===== src/rtl/led_mode_sequencer.sv =====
// LED pattern sequencer: prescaled pattern ticks, debounced mode/hold buttons,
// four pattern modes and registered LED/status outputs.

module led_mode_debounce #(
  parameter int WIDTH = 16
) (
  input  logic clk,
  input  logic rst,
  input  logic raw,
  output logic level
);

  logic             sync_p0;
  logic             sync_p1;
  logic [WIDTH-1:0] cnt;

  // Two-flop synchronizer, then a disagreement counter that flips the level
  always_ff @(posedge clk) begin
    if (rst) begin
      sync_p0 <= 1'b0;
      sync_p1 <= 1'b0;
      cnt     <= '0;
      level   <= 1'b0;
    end else begin
      sync_p0 <= raw;
      sync_p1 <= sync_p0;
      if (sync_p1 != level) begin
        if (&cnt) begin
          level <= ~level;
          cnt   <= '0;
        end else begin
          cnt <= cnt + WIDTH'(1);
        end
      end else begin
        cnt <= '0;
      end
    end
  end

endmodule

module led_mode_sequencer #(
  parameter int TICK_WIDTH     = 24,
  parameter int DEBOUNCE_WIDTH = 16
) (
  input  logic        clk,
  input  logic        rst,
  input  logic        btn_next,
  input  logic        btn_hold,
  output logic [7:0]  LED,
  output logic [23:0] IO_LED,
  output logic [1:0]  mode,
  output logic        tick
);

  localparam logic [1:0] CHASE  = 2'd0;
  localparam logic [1:0] BOUNCE = 2'd1;
  localparam logic [1:0] COUNT  = 2'd2;
  localparam logic [1:0] FILL   = 2'd3;

  logic [TICK_WIDTH-1:0] presc_p0;
  logic                  next_lvl;
  logic                  hold_lvl;
  logic                  next_lvl_q;
  logic                  press;
  logic                  apply;
  logic [1:0]            mode_nxt;
  logic [7:0]            pat_p0;
  logic                  dir_left_p0;
  logic [7:0]            tick_cnt_p0;
  logic [7:0]            chg_cnt_p0;
  logic [7:0]            pat_d;
  logic                  dir_left_d;

  // Stage 0: prescaler and input conditioning
  always_ff @(posedge clk) begin
    if (rst) presc_p0 <= '0;
    else     presc_p0 <= presc_p0 + TICK_WIDTH'(1);
  end

  assign tick = &presc_p0;

  led_mode_debounce #(.WIDTH(DEBOUNCE_WIDTH)) u_db_next (
    .clk   (clk),
    .rst   (rst),
    .raw   (btn_next),
    .level (next_lvl)
  );

  led_mode_debounce #(.WIDTH(DEBOUNCE_WIDTH)) u_db_hold (
    .clk   (clk),
    .rst   (rst),
    .raw   (btn_hold),
    .level (hold_lvl)
  );

  assign press    = next_lvl & ~next_lvl_q;
  assign apply    = tick & ~hold_lvl & ~press;
  assign mode_nxt = mode + 2'd1;

  function automatic logic [7:0] mode_init(input logic [1:0] m);
    return (m == CHASE || m == BOUNCE) ? 8'h01 : 8'h00;
  endfunction

  always_comb begin
    pat_d      = pat_p0;
    dir_left_d = dir_left_p0;
    case (mode)
      CHASE:  pat_d = {pat_p0[6:0], ~|pat_p0[6:0]};
      BOUNCE: begin
        if (dir_left_p0) begin
          if (pat_p0[7]) begin
            pat_d      = pat_p0 >> 1;
            dir_left_d = 1'b0;
          end else begin
            pat_d = pat_p0 << 1;
          end
        end else begin
          if (pat_p0[0]) begin
            pat_d      = pat_p0 << 1;
            dir_left_d = 1'b1;
          end else begin
            pat_d = pat_p0 >> 1;
          end
        end
      end
      COUNT:  pat_d = pat_p0 + 8'd1;
      FILL:   pat_d = {pat_p0[6:0], ~pat_p0[7]};
      default: ;
    endcase
  end

  // Stage 1: mode/pattern state; a press outranks a same-cycle tick
  always_ff @(posedge clk) begin
    if (rst) begin
      next_lvl_q  <= 1'b0;
      mode        <= CHASE;
      pat_p0      <= 8'h01;
      dir_left_p0 <= 1'b1;
      tick_cnt_p0 <= 8'd0;
      chg_cnt_p0  <= 8'd0;
    end else begin
      next_lvl_q <= next_lvl;
      if (press) begin
        mode        <= mode_nxt;
        pat_p0      <= mode_init(mode_nxt);
        dir_left_p0 <= 1'b1;
        tick_cnt_p0 <= 8'd0;
        chg_cnt_p0  <= chg_cnt_p0 + 8'd1;
      end else if (apply) begin
        pat_p0      <= pat_d;
        dir_left_p0 <= dir_left_d;
        tick_cnt_p0 <= tick_cnt_p0 + 8'd1;
      end
    end
  end

  // Stage 2: registered outputs
  always_ff @(posedge clk) begin
    if (rst) begin
      LED    <= 8'h01;
      IO_LED <= 24'h000001;
    end else begin
      LED    <= pat_p0;
      IO_LED <= {tick_cnt_p0, chg_cnt_p0, 4'h0, 4'b0001 << mode};
    end
  end

endmodule


===== config.mk =====
export PLATFORM = sky130hd
export DESIGN_NAME = led_mode_sequencer
export DESIGN_NICKNAME = d
export VERILOG_FILES = /design/src/rtl/led_mode_sequencer.sv
export SDC_FILE = /design/constraint.sdc
export NUM_CORES = 1
export LEC_CHECK = 0
export BUFFER_PORTS_ARGS = -buffer_cell sky130_fd_sc_hd__clkbuf_2
export CELL_PAD_IN_SITES_DETAIL_PLACEMENT = 0
export CELL_PAD_IN_SITES_GLOBAL_PLACEMENT = 2
export CORE_AREA = 4 4 126 128
export CTS_BUF_LIST = sky130_fd_sc_hd__clkbuf_8
export DETAILED_ROUTE_END_ITERATION = 16
export DIE_AREA = 0 0 130 132
export PLACE_DENSITY = 0.86
export SLEW_MARGIN = 20
export SYNTH_ARGS = -nofsm -noshare
export SYNTH_HDL_FRONTEND = slang
export SYNTH_SLANG_ARGS = --single-unit

===== constraint.sdc =====
create_clock -name clk -period 1.8 [get_ports clk]
set_input_delay 0.36 -clock clk [delete_from_list [all_inputs] [get_ports clk]]
set_output_delay 0.36 -clock clk [all_outputs]
set_load 0.01 [all_outputs]

# After elaboration in Yosys (flattened, before gate mapping)
# Index checks and enable logic that the tools add are counted.
# W data, S select, Z words.
# totals
reg_bits	122
input_bits	4
output_inout_bits	35
wordCells	67
# op_classes
add_sub_neg	7
eq_ne	6
n_shift	1
muxes	10
bitwise	10
n_reduce_logical	15
# op_table
cell	n
$mux W8	5
$reduce_and A17 Y1	2
$add A16 B1 Y16 const B	2
$pmux W8 S4	1
$reduce_and A16 Y1	2
$add A24 B1 Y24 const B	1
$add A8 B1 Y8 const B	3
$reduce_and A24 Y1	1
$not A1 Y1	7
$reduce_or A7 Y1	1
$reduce_or A3 Y1	2
$eq A2 B1 Y1 const B	2
$eq A2 B2 Y1 const B	2
$logic_not A2 Y1	2
$mux W1	4
$shl A1 B2 Y4 const A	1
$and A1 B1 Y1	3
$add A2 B1 Y2 const B	1
$ne A1 B1 Y1	2
$reduce_and A2 Y1	1
$reduce_bool A2 Y1	1
$reduce_or A2 Y1	1
$logic_not A1 Y1	1
$logic_or A1 B1 Y1	1

# Logic depth before layout (Yosys ltp)
# Gate-level depths: netlist of the first run.
# depth
word_depth	6
depth_mapped	8

# Cells and area by module
# From an unflattened synthesis of the first run, not the netlist that was laid out.
# unflattened
hier_cells	563
area_unflattened_um2	5099.9
# by_module_without_submodules
module	instances	cells_each	area_per_inst_um2
led_mode_sequencer	1	385	3450.8
led_mode_debounce	2	89	824.5

# Worst setup path after synthesis of the first run
# OpenSTA, ideal clock, no wires.
# synth_timing
kind	register to output
from	reg presc_p0[0]
to	out tick
arrival_ns	1.494
t_required_ns	1.440
setup_slack_ns	-0.054
stages_incl_launch_ff	6
n_path_buf	0
cell_sequence	dfxtp_1 > ha_1 > nand3_4 > nor3_1 > nand2_1 > nor2_1
# synth_via
elab_chain_len	1
# synth_rtl
item	line	source
from (decl)	61	logic [TICK_WIDTH-1:0] presc_p0;
from (signal assigned)	78	else presc_p0 <= presc_p0 + TICK_WIDTH'(1);
$reduce_and A24 Y1	81	assign tick = &presc_p0;
to (decl)	53	output logic tick
# Every way passes these cells.

# Worst setup path after layout of the first run
# layout_timing
from	reg presc_p0[8]
to	out tick
# The elaborated chain is that of the path after synthesis.

==> out/metrics.cfg, run 1 <==
[status]
status=finished with violations
violations=negative setup slack

[sta]
slew-limit-headroom=0.6464
report.final.hold_viol_count=0
period_minus_slack_ns=1.963
setup_viol=9
min_period_over_period=1.090
rsz0062_at_grt=true
slew_viol_final=0
tns_ns=-0.5451
timing.final.ws_setup_ns=-0.1627
fin_skew_ns=0.01191
tightestPinTransition_ns=0.5304
timing.hold.ws_ns=0.1366
max_freq_mhz=509.5

[critical_path]
critPathArrivalTime_ns=1.60
cp-start-kind=register
crit_type=reg2out
slowest_stage=dfxtp_2
crit_chain=nand4_1, buf_4, nor3_4, nand2_2, nor2_2, buf_2
endpoint_kind=output pin
max_stage_delay_ns=0.36
cp_max_fo=5
crit_buf_inv=2
critPathTopFamily=simple AND/OR/NAND/NOR gates
cp.required_ns=1.44

[grt]
grt_max_degree=26
grtUsageTotal=0.1294
grt_pass1_wl_mm=18.10
overflow=0
antenna_found_initial=0
use_met3=0.03728
grt_use_met1=0.1647
top_usage_layer=met2
grt_pass1_vias=3956
gr-usage-met2=0.2040

[die]
ios=39
die-width_um=130
std_cell_rows=45
design.die.area_um2=17160
start_util=0.3392
core_um2=14860
fp.dieH_um=132

[finish]
ff_latch_area_um2=2376
multi_input_area_um2=2514
syn2layout_area_growth_pct=24.39
drive_gt1_frac=0.2316
nFillCells=1481
finalNetCount=670
n_antenna_cell=0

[clocking]
insertion_delay_ns=0.43
clkTransAtPathRegs_ns=0.07
htree_levels=4
cts_tree=done
cts_made_buffers=17
hold_buffers=0
clockBufferDepth=2
clock-sinks=118
cts_root_buf=clkbuf_8

[logic_synthesis]
synth_top_area_cell=dfxtp_1
ys_warn_count=0
synthArstFlopShare=0
synth-seq-cells=118
syn_inst=565
synthTopCellsByCount=dfxtp_1, nor2_1, nand2_1, xor2_1, nor2b_1
syn_area_um2=5042
synth-edff-count=0
yosysMostFrequentCell=dfxtp_1
ys_seq_area_frac=0.4685
synth-main-ff-cell=dfxtp_1
netlist.area_leader.share=0.4685
avgSynthCellArea_um2=8.924
synthTopCellsByArea=dfxtp_1, xor2_1, nor2_1
synth_cell_type_count=53

[detailed_routing]
first_pass_iters=4
drc=0
vias=4063
final_antenna_net_count=0
drt_iter0_drc=306
wirelength_mm=10.45
vias_per_cell=4.763
wl_per_cell_um=12.25

[place]
hpwlAfterDp_mm=7.363
gp_congestion=0.8199
io_buffers=34

[worst_hold_path]
hold_path_class=in2reg

[power]
vdd_ir_drop_max_v=0.0004030
p_leak_nw=2.482
p_per_area_nw_per_um2=812.6

[run]
cap_violations=0

-- path summary, 6_finish.rpt --
| kind | from | to | slack (ns) | cells past startpoint |
|---|---|---|---|---|
| worst max-delay path | presc_p0[8]$_SDFF_PP0_ | tick | -0.16 | 6 |
| worst min-delay path | btn_hold | u_db_hold.sync_p0$_SDFF_PP0_ | 0.14 | 2 |
| worst max register to register | presc_p0[1]$_SDFF_PP0_ | tick_cnt_p0[2]$_SDFFE_PP0P_ | -0.11 | 8 |
| worst min register to register | u_db_next.cnt[0]$_SDFF_PP0_ | u_db_next.cnt[0]$_SDFF_PP0_ | 0.46 | 1 |
-- report_power, final --
group | total [mW] | internal (mW) | leakage (nW) | switching [mW]
clock | 2.37 | 1.35 | 0.201 | 1.02
combinational | 0.0954 | 0.0363 | 1.33 | 0.0591
sequential | 2.63 | 2.62 | 0.956 | 0.00941
total | 5.10 | 4.01 | 2.48 | 1.09
-- cells by family (layout without fill, tap and decap cells) --
logic type	count (synthesis)	count (layout)	share of synthesized area
DFF	118	118	0.4685
muxes	4	4	0.007941
and+or+nand+nor	261	261	0.2662
AOI/OAI and AO/OA	67	67	0.08412
adders and majority gates	12	12	0.02978
buffers and inverters	46	143	0.04541
xor gates and xnor gates	56	56	0.09727
other	1	4	0.0007437
-- sequential cells by signal, indices dropped and copies added, names as in the netlist --
register,cells
u_db_next.level,1
u_db_hold.sync_p0,1
presc_p0,24
chg_cnt_p0,8
IO_LED,20
next_lvl_q,1
u_db_hold.level,1
LED,8
pat_p0,8
u_db_hold.sync_p1,1
u_db_next.sync_p1,1
dir_left_p0,1
u_db_next.cnt,16
mode,2
u_db_hold.cnt,16
tick_cnt_p0,8
u_db_next.sync_p0,1
-- through the flow --
step | util | cell area [µm²] | total power [mW] | instances | worst slack, ns
floorplan | - | 5059 | 2.750 | 568 | 0.00003331
global placement | 0.3841 | 5709 | 2.773 | 814 | -0.002694
detailed placement | 0.3841 | 5709 | 2.778 | 814 | -0.03963
CTS | 0.4189 | 6226 | 5.168 | 850 | -0.2281
global route | 0.4220 | 6272 | 5.309 | 853 | -0.3127
finish | 0.4220 | 6272 | 5.097 | 853 | -0.1627
-- layer usage --
layer | part of all wire | routed length (µm)
met1 | 0.46 | 4853
met2 | 0.47 | 4959
met3 | 0.044 | 459
met4 | 0.017 | 178
met5 | 0 | 0
-- what timing repair did --
action,4_1_cts,5_1_grt
gates resized for setup,19,7
setup buffers,5,3
gates cloned,1,0
pin swaps,5,5
endpoints found under the setup margin,6,18
-- layout by cell type (no fill, tap or decap), types with 4 or more instances in the layout --
cell type and n:
a21oi_1 17, a31o_2 4, a31oi_1 4, and3_1 14
and4_1 5, buf_4 56, clkbuf_2 33, clkbuf_8 21
conb_1 4, dfxtp_1 109, dfxtp_2 8, ha_1 11
inv_1 18, mux2i_1 4, nand2_1 47, nand2b_1 5
nand3_1 26, nand4_1 17, nor2_1 77, nor2b_1 29
nor3_1 5, nor4_1 5, o21ai_0 20, or3_1 9
xnor2_1 20, xor2_1 36
-- area by class of cell --
class | instances | area share
Timing Repair Buffer | 96 | 0.1103
Sequential cell | 118 | 0.3788
Multi-Input combinational cell | 404 | 0.4008
Clock inverter | 9 | 0.01636
Inverter | 17 | 0.01017
Tap cell | 188 | 0.03750
Clock buffer | 21 | 0.04608
Note: power is estimated with default switching activity, not from simulation.
==> inputs of run 2 (changes only) <==
REMOVE_ABC_BUFFERS = 1   (was not set)
==> out/metrics.cfg, run 2 (synthesized netlist as in run 1, its figures left out) <==
[status]
status=finished with violations
violations=negative setup slack

[finish]
syn2layout_area_growth_pct=28.71
largest_reg_flops=24
final_common_cell=dfxtp_1
finalNetCount=676
mostFrequentLayoutCells=dfxtp_1, nor2_1, buf_4
top_regs=presc_p0 x24, IO_LED x20
regMostFlops=presc_p0
n_antenna_cell=0
drive_gt1_frac=0.2526

[sta]
tightestPinTransition_ns=0.5725
rsz0062_at_grt=true
setup_viol=5
report.final.hold_viol_count=0
slew-limit-headroom=0.6184
fin_skew_ns=0.008757
max_freq_mhz=522.8
min_period_over_period=1.063
slew_viol_final=0
period_minus_slack_ns=1.913
timing.final.ws_setup_ns=-0.1129
timing.hold.ws_ns=0.1421

[place]
io_buffers=34
gp_congestion=0.7890
hpwlAfterDp_mm=7.853
dp_slack_ns=-0.02200

[run]
cap_violations=0

[detailed_routing]
first_pass_iters=4
vias_per_cell=4.806
drc=0
drt_iter0_drc=237
wirelength_mm=11.26
vias=4138
wl_per_cell_um=13.08
final_antenna_net_count=0

[grt]
overflow=0
grt_pass1_vias=4177
grt_pass1_wl_mm=18.98
grtUsageTotal=0.1365
grt_max_degree=25
antenna_found_initial=0

[critical_path]
crit_type=reg2out
max_stage_delay_ns=0.35
cp-start-kind=register
crit_chain=ha_4, nand3_4, nor3_4, nand2_2, nor2_1, buf_2
r2r_cells=8
r2r_setup_slack_ns=-0.04
slowest_stage=dfxtp_2
crit_buf_inv=1
endpoint_kind=output pin
rr_endpoint=pat_p0[4]$_SDFFE_PP0P_
startpoint=presc_p0[1]$_SDFF_PP0_
cp_max_fo=3
r2r_start=presc_p0[8]$_SDFF_PP0_
critPathArrivalTime_ns=1.55
cp-endpoint=tick
cp.depth=6
cp.required_ns=1.44
critPathTopFamily=simple AND/OR/NAND/NOR gates

[die]
design.die.area_um2=17160
ios=39
core_um2=14860
start_util=0.3392
die-width_um=130
fp.dieH_um=132
std_cell_rows=45

[clocking]
htree_levels=4
hold_buffers=0
cts_made_buffers=17
clockBufferDepth=2
insertion_delay_ns=0.43
cts_tree=done
clock-sinks=118
clkTransAtPathRegs_ns=0.07
cts_root_buf=clkbuf_8

[power]
vdd_ir_drop_max_v=0.0004237
p_leak_nw=2.580
p_per_area_nw_per_um2=868.9
total_power_mw=5.639

[worst_hold_path]
whs_path_depth=2
hold_path_class=in2reg

-- run 2: cell types whose count changed in the layout (fill, tap and decap cells not counted), sizes merged --
cell,before,now
buf,62,67
bufinv,2,6
clkinvlp,2,0
inv,18,20
bufbuf,1,0
clkbuf,54,55
clkinv,4,3
-- run 2: layout make-up --
class / count / area [µm²]
fillers: 1501 / 8374
flip-flops and latches: 118 / 2377
inverters: 17 / 63.81
repair buffers: 102 / 752.0
well taps: 188 / 235.2
multi-input cells: 404 / 2580
clock inverters: 12 / 206.4
clock buffers: 20 / 275.3
-- run 2: power by group --
| group | internal, mW | leakage, nW | total (mW) | switching (mW) |
|---|---|---|---|---|
| logic | 0.0367 | 1.37 | 0.0988 | 0.0621 |
| registers | 2.62 | 0.957 | 2.63 | 0.00871 |
| clock network | 1.88 | 0.256 | 2.91 | 1.03 |
-- run 2: worst min-delay path by stage --
stage,start,endpoint,slack [ns]
floorplan,u_db_hold.sync_p0$_SDFF_PP0_,u_db_hold.sync_p1$_SDFF_PP0_,0.41
CTS,btn_next,u_db_next.sync_p0$_SDFF_PP0_,0.11
detailed placement,u_db_next.sync_p0$_SDFF_PP0_,u_db_next.sync_p1$_SDFF_PP0_,0.44
finish,btn_next,u_db_next.sync_p0$_SDFF_PP0_,0.14
global placement,u_db_hold.sync_p0$_SDFF_PP0_,u_db_hold.sync_p1$_SDFF_PP0_,0.43
global route,btn_hold,u_db_hold.sync_p0$_SDFF_PP0_,0.11
-- run 2: what timing repair did --
action                                 4_1_cts  5_1_grt
setup endpoints to repair                    5       14
endpoints found under the hold margin        0        0
resized for setup                           19       22
pin swaps                                    6       10
buffers inserted                             3        7
gates cloned                                 0        2
-- run 2: layer usage --
metal  up-vias  routed length (µm)  GRT usage
met2        67                5450     0.2169
met1      1945                5146     0.1671
li1       2105                   -          -
met4         0                 251    0.06697
met3        21                 410    0.04092
met5         -                   0          0
-- run 2: worst register-to-register path: cells and delay by family, from the launching register on --
family	cells	cell delay [ns]
buffers and inverters	3	0.46
flip-flops	1	0.36
AND/OR/NAND/NOR	5	0.89
-- run 2: stage by stage --
| step | cells | util | setup TNS (ns) | area, µm² |
|---|---|---|---|---|
| floorplan | 539 | - | -4.143 | 4888 |
| global placement | 817 | 0.3861 | 0 | 5739 |
| detailed placement | 817 | 0.3861 | -0.03181 | 5739 |
| CTS | 852 | 0.4242 | -0.1383 | 6305 |
| global route | 861 | 0.4366 | -1.461 | 6490 |
| finish | 861 | 0.4366 | -0.1686 | 6490 |
